File: src/rtl/q_seq_ctrl.sv
// Sequencer for the ALU's A/Q datapath: shift-add multiply and shift-by-N.
// Issues per-cycle Q/A strobes; only Q[0] is observed from the datapath.
module q_seq_ctrl (
  input  logic       clk_i,
  input  logic       rst_i,
  input  logic       start_i,
  input  logic [1:0] op_i,
  input  logic [3:0] n_i,
  input  logic       q_lsb_i,
  output logic       q_load_o,
  output logic       q_en_o,
  output logic       q_dir_o,
  output logic       a_clr_o,
  output logic       a_add_o,
  output logic       a_shift_o,
  output logic       busy_o,
  output logic       done_o,
  output logic       err_o,
  output logic [3:0] iter_o
);

  localparam int unsigned CW    = 4;
  localparam int unsigned ITERS = 8;

  localparam logic [1:0] OP_MUL = 2'b00;
  localparam logic [1:0] OP_SHL = 2'b01;
  localparam logic [1:0] OP_ILL = 2'b11;

  typedef enum logic [2:0] {
    S_IDLE,
    S_LOAD,
    S_EVAL,
    S_MSHIFT,
    S_SHIFT,
    S_DONE
  } state_e;

  state_e        state_q, state_d;
  logic [1:0]    op_q, op_d;
  logic [CW-1:0] n_q, n_d;
  logic [CW-1:0] iter_q, iter_d;
  logic [CW-1:0] n_clip;
  logic [CW-1:0] iter_inc;

  // Shift counts above the word width behave as a full-width shift.
  assign n_clip   = (n_i > CW'(ITERS)) ? CW'(ITERS) : n_i;
  assign iter_inc = iter_q + CW'(1);
  assign iter_o   = iter_q;

  always_ff @(posedge clk_i) begin
    if (rst_i) begin
      state_q <= S_IDLE;
      op_q    <= OP_MUL;
      n_q     <= '0;
      iter_q  <= '0;
    end else begin
      state_q <= state_d;
      op_q    <= op_d;
      n_q     <= n_d;
      iter_q  <= iter_d;
    end
  end

  always_comb begin
    state_d   = state_q;
    op_d      = op_q;
    n_d       = n_q;
    iter_d    = iter_q;
    q_load_o  = 1'b0;
    q_en_o    = 1'b0;
    q_dir_o   = 1'b0;
    a_clr_o   = 1'b0;
    a_add_o   = 1'b0;
    a_shift_o = 1'b0;
    done_o    = 1'b0;
    err_o     = 1'b0;
    busy_o    = (state_q != S_IDLE);

    unique case (state_q)
      S_IDLE: begin
        if (start_i) begin
          op_d    = op_i;
          n_d     = n_clip;
          state_d = (op_i == OP_ILL) ? S_DONE : S_LOAD;
        end
      end
      S_LOAD: begin
        q_load_o = 1'b1;
        a_clr_o  = (op_q == OP_MUL);
        iter_d   = '0;
        if (op_q == OP_MUL) begin
          state_d = S_EVAL;
        end else begin
          state_d = (n_q != '0) ? S_SHIFT : S_DONE;
        end
      end
      S_EVAL: begin
        // Only Mealy term: add decision follows the live Q[0].
        a_add_o = q_lsb_i;
        state_d = S_MSHIFT;
      end
      S_MSHIFT: begin
        q_en_o    = 1'b1;
        a_shift_o = 1'b1;
        iter_d    = iter_inc;
        state_d   = (iter_q == CW'(ITERS - 1)) ? S_DONE : S_EVAL;
      end
      S_SHIFT: begin
        q_en_o  = 1'b1;
        q_dir_o = (op_q == OP_SHL);
        iter_d  = iter_inc;
        if (iter_inc == n_q) begin
          state_d = S_DONE;
        end
      end
      S_DONE: begin
        done_o  = 1'b1;
        err_o   = (op_q == OP_ILL);
        state_d = S_IDLE;
      end
      default: begin
        state_d = S_IDLE;
      end
    endcase
  end

endmodule

File: config.mk
export PLATFORM = sky130hd
export DESIGN_NAME = q_seq_ctrl
export DESIGN_NICKNAME = d
export VERILOG_FILES = /design/src/rtl/q_seq_ctrl.sv
export SDC_FILE = /design/constraint.sdc
export NUM_CORES = 1
export LEC_CHECK = 0
export ABC_AREA = 1
export CAP_MARGIN = 40
export CELL_PAD_IN_SITES_DETAIL_PLACEMENT = 0
export CELL_PAD_IN_SITES_GLOBAL_PLACEMENT = 1
export CORE_MARGIN = 3
export CORE_UTILIZATION = 36
export DETAILED_ROUTE_END_ITERATION = 10
export DONT_BUFFER_PORTS = 1
export GPL_TIMING_DRIVEN = 0
export PLACE_DENSITY = 0.82
export RECOVER_POWER = 100
export SKIP_LAST_GASP = 1
export SLEW_MARGIN = 20
export SYNTH_ARGS = -nofsm -noshare
export SYNTH_HDL_FRONTEND = slang
export SYNTH_SLANG_ARGS = --single-unit
File: constraint.sdc
create_clock -name clk_i -period 1.2 [get_ports clk_i]
set_input_delay 0.12 -clock clk_i [delete_from_list [all_inputs] [get_ports clk_i]]
set_output_delay 0.12 -clock clk_i [all_outputs]
set_load 0.05 [all_outputs]
After elaboration in Yosys (flattened, before gate mapping):

Index checks and enable logic that the tools add are counted.

* bits in registers: 13
* word-level logic and storage cells: 43
* output and inout port bits: 13

* magnitude comparators: 1
* reductions and logical operators: 8
* muxes and demuxes: 17
* eq/ne operators: 12
* add/subtract/negate cells: 1

Operators by type and width (count)
* $mux 3: 5
* $pmux 3 s5: 1
* $mux 1: 9
* $pmux 4 s2: 1
* $eq 3x2->1 const B: 2
* $eq 3x3->1 const B: 2
* $add 4x1->4 const B: 1
* $eq 2x2->1 const B: 2
* $eq 4x3->1 const B: 1
* $eq 4x4->1: 1
* $gt 4x4->1 const B: 1
* $mux 4: 1
* $ne 2x2->1 const B: 2
* $reduce_and 2->1: 2
* $reduce_bool 4->1: 1
* $eq 3x1->1 const B: 1
* $logic_not 3->1: 1
* $reduce_bool 3->1: 1
* $eq 2x1->1 const B: 1
* $logic_not 2->1: 1
* $reduce_bool 2->1: 1
* $reduce_or 2->1: 1

Depth between registers and ports, before layout:

Gate-level depths: netlist of run 1.

* depth after elaboration: 4
* depth in mapped cells: 9

Worst setup path after synthesis of run 1:

Ideal clock, no wire load.

* path kind: register -> output
* from: register state_q[2]
* to: output err_o
* path slack: -1271 ps
* data required time: 1080 ps
* cell stages (with the launch flop): 5
* arrival: 2351 ps
* path buffers: 0
* cells stage by stage: dfxtp_1 > inv_2 > nor3_1 > nand2_1 > nor2_1

* cells in the longest elaborated chain, start to end: 2

RTL lines
* from (decl): line 38 `state_e state_q, state_d;`
* from (signal assigned): line 57 `state_q <= state_d;`
* $eq 3x3->1: line 79 `unique case (state_q)`
* $mux 1: line 79
* to (decl): line 18 `output logic err_o,`

No other way between the ends.

Worst setup path after layout of run 1:

* from: register state_q[0]
* to: output a_clr_o

* cells in the longest elaborated chain, start to end: 2

RTL lines
* $eq 3x1->1: line 79
* $mux 1: line 79
* to (decl): line 13 `output logic a_clr_o,`

No other way between the ends.

==> results of run 1 <==
placed cells by master (no fill, tap or decap):
cell type      count
a211oi_1           1
a21oi_1            7
a21oi_2            1
a22oi_2            1
a31oi_1            1
buf_1              1
buf_4              5
buf_6              1
clkbuf_4           3
clkinv_2           1
clkinv_4           1
clkinvlp_4         2
dfxtp_1            6
dfxtp_2            4
dfxtp_4            3
dlygate4sd3_1      6
ha_1               1
inv_1             14
inv_2              2
inv_4              1
inv_6              1
nand2_1           24
nand2_2            4
nand2_4            1
nand2_8            1
nand3_1           12
nand3_2            1
nand4_1            2
nor2_1             6
nor2_4             4
nor3_2             1
nor3_4             3
o21ai_0            5
o21ai_1            1
o21ai_2            2
or2_4              1
metrics by stage:
stage	TNS, ns	std cells	hold slack, ns	power [mW]
finish	-5.29	156	0.0127	2.66
floorplan	-1.14	115	0.263	1.85
global placement	-2.02	140	0.268	2.01
detailed placement	-2.10	140	0.273	2.02
CTS	-5.17	153	0.0346	2.46
global route	-7.23	156	0.00154	2.85
cells by family after synthesis:
group / Yosys count
adders and majority gates: 1
and+or+nand+nor: 60
DFF: 13
buffers and inverters: 22
AOI/OAI and AO/OA: 19
layer usage:
layer	wire, µm	vias to the layer above
met5	0	-
met4	11	0
met3	189	2
met2	852	36
met1	798	352
li1	-	407
what timing repair did:
item,4_1_cts,5_1_grt
pin swaps,4,2
hold buffers,6,0
endpoints found under the setup margin,15,22
endpoints found under the hold margin,4,0
resized for setup,9,10
buffers inserted,3,4
registers in the layout, summed over array words and instances (netlist names):
register,count
n_q,4
iter_o,4
state_q,3
op_q,2
power by group through the flow:
stage                     Clock, mW  Combinational, mW  Sequential, mW
after floorplan                   0               1.09           0.759
after global placement            0               1.22           0.786
after detailed placement          0               1.23           0.789
after CTS                     0.288               1.37           0.798
after global routing          0.315               1.71           0.823
final                         0.277               1.58           0.801
worst min path at each step:
stage / slack (ns) / start / endpoint / cells past startpoint
after floorplan: 0.26 / n_i[0] / n_q[0] / 2
after global placement: 0.27 / n_i[0] / n_q[0] / 2
after detailed placement: 0.27 / n_i[0] / n_q[0] / 2
after CTS: 0.03 / op_i[0] / op_q[0] / 2
after global routing: 0.002 / start_i / op_q[0] / 2
final: 0.01 / start_i / op_q[0] / 2
area by class of cell:
type,count,area [µm²],area share (%)
Multi-Input combinational cell,80,494,47.5
Sequential cell,13,277,26.6
Clock buffer,3,22.5,2.16
Timing Repair Buffer,12,109,10.5
Tap cell,25,31.3,3.00
Inverter,21,98.8,9.50
Clock inverter,1,5.00,0.481
Buffer,1,3.75,0.361
==> results.json, run 1 <==
{
  "status": "finished, violations left",
  "violations": "negative setup slack",
  "grt_max_degree": 11,
  "startpoint": "state_q[0]",
  "crit_path_end": "a_clr_o",
  "r2r_setup_slack_ns": -0.41,
  "rr_startpoint": "state_q[0]",
  "antennaDiodeCount": 0,
  "synth_flop_cell": "dfxtp_1",
  "drt_pass1_iterations": 4,
  "synth_xor_area_share_pct": 0,
  "clkSlewWorstSetupHoldPaths_ns": 0.09,
  "crit_chain": "inv_6 -> nor3_4 -> nand2_2 -> clkinvlp_4",
  "io_buffer_count": 0,
  "synth_top_cells_by_area": "dfxtp_1, nand2_1, inv_1",
  "place_congestion": 0.764,
  "met2_usage_pct": 23.6,
  "p_per_area_nw_per_um2": 2550,
  "placed_cell_area_um2": 858,
  "crit_arrival_ns": 1.66,
  "cp.buffers_inverters": 2,
  "finalMaxSlewViolations": 0,
  "cts_buffer_depth": 2,
  "fin_util_pct": 56.0,
  "viasPerCell": 5.11,
  "start_util_pct": 40.7,
  "synthCells": 115,
  "r2r-end": "state_q[2]",
  "setup_viol": 21,
  "worst_hold_path_type": "primary input to flop",
  "drt-total-wl_um": 1850,
  "ys_seq_elements": 13,
  "synth_nets": 126,
  "synth_warnings": 0,
  "grt.met1_usage_pct": 21.6,
  "area_growth_pct": 37.5,
  "ys_async_sr_fraction_pct": 0,
  "synth_fa_ha_area_share_pct": 1.65,
  "seq_area_frac_synth_pct": 34.4,
  "syn_avg_cell_area_um2": 6.58,
  "drcViolationCount": 0,
  "cts.sinks": 13,
  "yosysTopAreaCellShare_pct": 34.4,
  "rows": 15,
  "grt_usage_pct": 15.9,
  "crit_family": "simple AND/OR/NAND/NOR gates",
  "path_class": "flop to output pin",
  "numCtsBuffers": 3,
  "nets": 143,
  "pre_cts_slack_ns": -0.330,
  "hold_violations": 0,
  "cts_root_buf": "clkbuf_4",
  "r2r_cells": 8,
  "ios": 23,
  "die_y_um": 51.9,
  "min_period_ns": 1.78,
  "yosysTopAreaCell": "dfxtp_1",
  "fp.coreArea_um2": 1860,
  "gr-usage-met3_pct": 6.59,
  "clk_latency_ns": 0.28,
  "cts_tree": "done",
  "muxShareOfSynthArea_pct": 0,
  "leakage_nw": 0.402,
  "required_ns": 1.08,
  "drt_iter0_drc": 14,
  "synth.cell_area_um2": 757,
  "rsz0062_at_grt": "yes",
  "synth_edf_count": 0,
  "vias": 797,
  "grt_pass1_wl_um": 3240,
  "cp-start-kind": "flop",
  "vdd.ir_drop.worst_uv": 1620,
  "dp_hpwl_um": 1380,
  "fillCellCount": 175,
  "fmax_mhz": 560,
  "combPwrFrac_pct": 59.4,
  "htreeDepth": 1,
  "timing.final.ws_setup_ns": -0.585,
  "worst_slew_pin_slew_ns": 0.636,
  "critPathMaxStageDelay_ns": 0.54,
  "period_share_pct": 149,
  "synth_compound_area_share_pct": 13.9,
  "p_sw_share_pct": 54.4,
  "crit_slowest_cell": "nor3_4",
  "design_area_um2": 1040,
  "grt-busiest-layer": "met2",
  "yosys-top-cells-count": "nand2_1, inv_1, dfxtp_1, nand3_1, nor2_1",
  "synth_top_family_by_area": "simple AND/OR/NAND/NOR gates",
  "fin_skew_ns": 0.00514,
  "synth.most_common_cell": "nand2_1",
  "synth-simple-area-share_pct": 39.2,
  "antenna_found_initial": 0,
  "ant_nets": 0,
  "p_clk_share_pct": 10.4,
  "routedWlPerCell_um": 11.9,
  "internal_power_mw": 1.21,
  "crit_path_end_kind": "output pin",
  "drv_cap": 0,
  "grt_overflow": 0,
  "p_seq_share_pct": 30.2,
  "crit_cells": 4,
  "slew_headroom_pct": 57.5,
  "critPathMaxFanout": 4,
  "drive_gt1_share_pct": 33.6,
  "p_switching_mw": 1.45,
  "grt_pass1_vias": 762,
  "ys_types": 23,
  "dieArea_um2": 2690,
  "die_w_um": 51.9
}
No activity file was read; power rests on OpenSTA's default activity.
==> run 2, diff against run 1 <==
--- a/config.mk
+++ b/config.mk
@@ -10,11 +10,11 @@
 export CELL_PAD_IN_SITES_DETAIL_PLACEMENT = 0
 export CELL_PAD_IN_SITES_GLOBAL_PLACEMENT = 1
 export CORE_MARGIN = 3
-export CORE_UTILIZATION = 36
+export CORE_UTILIZATION = 40
 export DETAILED_ROUTE_END_ITERATION = 10
 export DONT_BUFFER_PORTS = 1
 export GPL_TIMING_DRIVEN = 0
-export PLACE_DENSITY = 0.82
+export PLACE_DENSITY = 0.86
 export RECOVER_POWER = 100
 export SKIP_LAST_GASP = 1
 export SLEW_MARGIN = 20
==> constraint.sdc (replaced) <==
create_clock -name clk_i -period 1.8 [get_ports clk_i]
set_input_delay 0.18 -clock clk_i [delete_from_list [all_inputs] [get_ports clk_i]]
set_output_delay 0.18 -clock clk_i [all_outputs]
set_load 0.1 [all_outputs]
==> results.json, run 2 (synthesized netlist as in run 1, its figures left out) <==
{
  "p_switching_mw": 1.19,
  "grt_pass1_vias": 684,
  "drv_cap": 0,
  "io_buffer_count": 0,
  "final_common_cell": "nand2_1",
  "crit_slowest_cell": "clkinvlp_4",
  "fp.coreArea_um2": 1760,
  "grt_overflow": 0,
  "nets": 141,
  "vias": 739,
  "combPwrFrac_pct": 61.4,
  "die_w_um": 49.5,
  "dieArea_um2": 2450,
  "period_share_pct": 97.1,
  "p_per_area_nw_per_um2": 2010,
  "setup_viol": 0,
  "stdcell_count": 154,
  "routedWlPerCell_um": 11.6,
  "finalMaxSlewViolations": 0,
  "drt_iter0_drc": 22,
  "clkSlewWorstSetupHoldPaths_ns": 0.09,
  "rows": 15,
  "die_y_um": 49.5,
  "cts_tree": "done",
  "fin_skew_ns": 0.00563,
  "status": "complete, no violations",
  "vdd.ir_drop.worst_uv": 1710,
  "drive_gt1_share_pct": 27.9,
  "antennaDiodeCount": 0,
  "path_class": "flop to flop",
  "place_congestion": 0.780,
  "drt_pass1_iterations": 4,
  "drt-total-wl_um": 1780,
  "critPathMaxFanout": 4,
  "internal_power_uw": 733,
  "drcViolationCount": 0,
  "slew_headroom_pct": 59.4,
  "cts.sinks": 13,
  "design_area_um2": 953,
  "hold_violations": 0,
  "p_seq_share_pct": 28.9,
  "cts_buffer_depth": 2,
  "antenna_found_initial": 0,
  "fillCellCount": 187,
  "crit_path_end_kind": "flop",
  "worst_slew_pin_slew_ns": 0.608,
  "htreeDepth": 1,
  "p_sw_share_pct": 61.8,
  "leakage_nw": 0.391,
  "area_growth_pct": 26.0,
  "mostFrequentLayoutCells": "nand2_1, inv_1, nand3_1",
  "ant_nets": 0,
  "grt_max_degree": 11,
  "crit_arrival_ns": 1.91,
  "worst_hold_path_type": "primary input to flop",
  "cp-start-kind": "flop",
  "grt_pass1_wl_um": 3000,
  "crit_chain": "inv_4 -> nand2_2 -> nor2_4 -> clkinvlp_4 -> or2_1 -> nand3_1 -> nor2_1",
  "viasPerCell": 4.80,
  "power_mw": 1.92,
  "critPathMaxStageDelay_ns": 0.43,
  "placedCellCount": 146,
  "p_clk_share_pct": 9.7,
  "rsz0062_at_grt": "yes",
  "numCtsBuffers": 3,
  "dp_hpwl_um": 1350,
  "placed_cell_area_um2": 936,
  "min_period_ns": 1.75,
  "fmax_mhz": 572,
  "required_ns": 1.96,
  "clk_latency_ns": 0.28,
  "ios": 23,
  "grt_usage_pct": 15.9,
  "start_util_pct": 42.9,
  "crit_family": "simple AND/OR/NAND/NOR gates",
  "cts_root_buf": "clkbuf_4",
  "cp.buffers_inverters": 2
}
==> run 2: final timing paths <==
check,from,to,slack [ns],depth (start not counted)
setup reg to reg,state_q[0],state_q[2],0.05,7
hold reg to reg,n_q[0],n_q[0],0.49,2
hold / removal,n_i[0],n_q[0],0.02,2
setup / recovery,state_q[0],state_q[2],0.05,7
==> run 2: repair_timing <==
| item | 4_1_cts | 5_1_grt |
|---|---|---|
| buffers inserted | 3 | 1 |
| endpoints found under the setup margin | 2 | 4 |
| pin swaps | 2 | 3 |
| hold buffers | 0 | 0 |
| resized for setup | 4 | 3 |
==> run 2: final cells by class <==
class | instances | area, µm² | share of cell area [%]
tap | 25 | 31.3 | 3.28
clock inverter | 1 | 5.00 | 0.525
sequential | 13 | 277 | 29.0
inverter | 21 | 91.3 | 9.58
multi-input combinational | 80 | 448 | 47.0
clock buffer | 3 | 22.5 | 2.36
timing repair buffer | 10 | 75.1 | 7.87
buffer | 1 | 3.75 | 0.394
==> run 2: power groups by stage <==
stage	combinational (mW)	sequential [mW]	clock (mW)
after floorplan	0.981	0.538	0
after global placement	1.06	0.556	0
after detailed placement	1.14	0.554	0
after CTS	1.23	0.552	0.192
after global routing	1.26	0.567	0.204
final	1.18	0.555	0.187
==> run 2: stage by stage <==
stage / TNS (ns) / utilization, % / hold slack [ns] / setup WS, ns
CTS: 0 / 56.6 / 0.0184 / 0.0139
detailed placement: 0 / 53.0 / 0.331 / 0.0138
floorplan: -0.589 / - / 0.323 / -0.291
global route: -0.0207 / 54.0 / 0.0352 / -0.0124
finish: 0 / 54.0 / 0.0237 / 0.0528
global placement: -0.951 / 47.9 / 0.326 / -0.341
==> run 2: metal layers <==
layer  track usage, %  share of wire, %
met5                0                 0
met2             22.1                44
met3             7.25               9.3
met1             20.9                46
met4             7.37               1.1
==> run 3, diff against run 2 <==
--- a/config.mk
+++ b/config.mk
@@ -5,16 +5,15 @@
 export SDC_FILE = /design/constraint.sdc
 export NUM_CORES = 1
 export LEC_CHECK = 0
-export ABC_AREA = 1
 export CAP_MARGIN = 40
 export CELL_PAD_IN_SITES_DETAIL_PLACEMENT = 0
 export CELL_PAD_IN_SITES_GLOBAL_PLACEMENT = 1
 export CORE_MARGIN = 3
-export CORE_UTILIZATION = 40
+export CORE_UTILIZATION = 42
 export DETAILED_ROUTE_END_ITERATION = 10
 export DONT_BUFFER_PORTS = 1
 export GPL_TIMING_DRIVEN = 0
-export PLACE_DENSITY = 0.86
+export PLACE_DENSITY = 0.87
 export RECOVER_POWER = 100
 export SKIP_LAST_GASP = 1
 export SLEW_MARGIN = 20
==> results.json, run 3 <==
{
  "status": "finished, violations left",
  "violations": "negative setup slack",
  "dieArea_um2": 2360,
  "dp_hpwl_um": 1440,
  "holdWs_ns": 0.0272,
  "fin_skew_ns": 0.00275,
  "htreeDepth": 1,
  "start_util_pct": 47.3,
  "drive_gt1_share_pct": 32.5,
  "mostFrequentLayoutCells": "nand2_1, a21oi_1, dfxtp_1, buf_4, buf_8",
  "synth_edf_count": 0,
  "fmax_mhz": 544,
  "grt_overflow": 0,
  "cts_tree": "done",
  "numCtsBuffers": 3,
  "drt-total-wl_um": 2170,
  "synthCells": 100,
  "yosys-top-cells-count": "nand2_1, dfxtp_1, a21oi_1, xnor2_1, nor3_1",
  "placedCellCount": 131,
  "synth_top_cells_by_area": "dfxtp_1, nand2_1, a21oi_1",
  "timing.final.ws_setup_ns": -0.0369,
  "die_y_um": 48.6,
  "yosysTopAreaCell": "dfxtp_1",
  "hold_violations": 0,
  "fp.coreArea_um2": 1610,
  "drt_pass1_iterations": 4,
  "worst_slew_pin_slew_ns": 0.626,
  "grt_pass1_vias": 694,
  "crit_chain": "buf_6 -> and3_4 -> and3_4",
  "period_share_pct": 102,
  "critPathMaxFanout": 10,
  "cpMostUsedCell": "and3_4",
  "path_class": "flop to output pin",
  "synth.most_common_cell": "nand2_1",
  "crit_path_end_kind": "output pin",
  "required_ns": 1.62,
  "synth_nets": 111,
  "synth.cell_area_um2": 762,
  "design_area_um2": 1070,
  "io_buffer_count": 0,
  "synth_flop_cell": "dfxtp_1",
  "crit_slowest_cell": "and3_4",
  "drcViolationCount": 0,
  "critPathMaxStageDelay_ns": 0.44,
  "clkSlewWorstSetupHoldPaths_ns": 0.08,
  "stdcell_count": 144,
  "ios": 23,
  "routedWlPerCell_um": 15.1,
  "ys_async_sr_fraction_pct": 0,
  "antennaDiodeCount": 0,
  "ys_types": 34,
  "viasPerCell": 5.56,
  "drv_cap": 0,
  "yosysTopAreaCellShare_pct": 34.2,
  "min_period_ns": 1.84,
  "antenna_found_initial": 0,
  "setup_viol": 1,
  "final_common_cell": "nand2_1",
  "cts_buffer_depth": 2,
  "hold_depth": 2,
  "cts.sinks": 13,
  "grt_pass1_wl_um": 3130,
  "rsz0062_at_grt": "yes",
  "crit_arrival_ns": 1.66,
  "ant_nets": 0,
  "placed_cell_area_um2": 955,
  "leakage_nw": 0.385,
  "ys_seq_elements": 13,
  "place_congestion": 0.821,
  "fillCellCount": 141,
  "area_growth_pct": 40.7,
  "finalMaxSlewViolations": 0,
  "worst_hold_path_type": "primary input to flop",
  "slew_headroom_pct": 58.2,
  "grt_usage_pct": 17.2,
  "seq_area_frac_synth_pct": 34.2,
  "clk_latency_ns": 0.28,
  "p_per_area_nw_per_um2": 1180,
  "rows": 14,
  "drt_iter0_drc": 21,
  "cp-start-kind": "flop",
  "cts_root_buf": "clkbuf_4",
  "synth_warnings": 0,
  "vias": 800,
  "r2r_cells": 5,
  "nets": 132,
  "pre_cts_slack_ns": -0.149,
  "syn_avg_cell_area_um2": 7.62,
  "die_w_um": 48.6,
  "vdd.ir_drop.worst_uv": 645,
  "grt_max_degree": 11
}
run 3: final cells by class:
| type | instances | area, µm² | share of cell area [%] |
|---|---|---|---|
| Multi-Input combinational cell | 79 | 524 | 48.9 |
| Clock buffer | 4 | 26.3 | 2.45 |
| Sequential cell | 13 | 274 | 25.6 |
| Tap cell | 24 | 30.0 | 2.80 |
| Inverter | 4 | 17.5 | 1.63 |
| Timing Repair Buffer | 16 | 165 | 15.4 |
| Buffer | 4 | 35.0 | 3.27 |
run 3: power by group:
| part | switching [mW] | internal [mW] |
|---|---|---|
| clock network | 0.0974 | 0.0862 |
| registers | 0.0995 | 0.325 |
| logic | 0.444 | 0.214 |
| total | 0.641 | 0.624 |
run 3: metal layers:
metal	routed length (µm)	global-route usage (%)
met3	159	5.83
met4	55	7.11
met1	937	22.1
met5	0	0
met2	1020	26.4
run 3: what timing repair did:
item	CTS	global route
pin swaps	2	2
endpoints found under the setup margin	4	7
gates resized for setup	9	7
hold endpoints to repair	1	0
setup buffers	0	8
hold buffers	1	0
run 3: path summary, 6_finish.rpt:
| check | start | to | slack, ns |
|---|---|---|---|
| setup / recovery | state_q[0] | err_o | -0.04 |
| setup reg to reg | iter_o[0] | state_q[0] | 0.08 |
| hold / removal | op_i[1] | op_q[1] | 0.03 |
| hold reg to reg | n_q[3] | n_q[3] | 0.48 |
run 3: cell families after synthesis:
family,synth area share (%)
simple gates,29.2
compound gates,22.8
flops,34.2
buf+inv,4.11
xor+xnor,8.05
fa+ha+maj,1.64
run 3: critical path, delay by kind of cell (launching register included):
family / cells / cell delay [ns]
and+or+nand+nor: 2 / 0.84
DFF: 1 / 0.37
buffers and inverters: 1 / 0.16
run 3: stage by stage:
stage | TNS [ns] | power [mW] | utilization [%]
3_5_place_dp | -0.258 | 1.01 | 59.2
3_3_place_gp | -1.19 | 0.942 | 52.3
5_1_grt | -0.247 | 1.32 | 66.5
4_1_cts | -0.109 | 1.21 | 62.9
6_report | -0.0369 | 1.27 | 66.5
2_1_floorplan | -0.470 | 0.884 | -
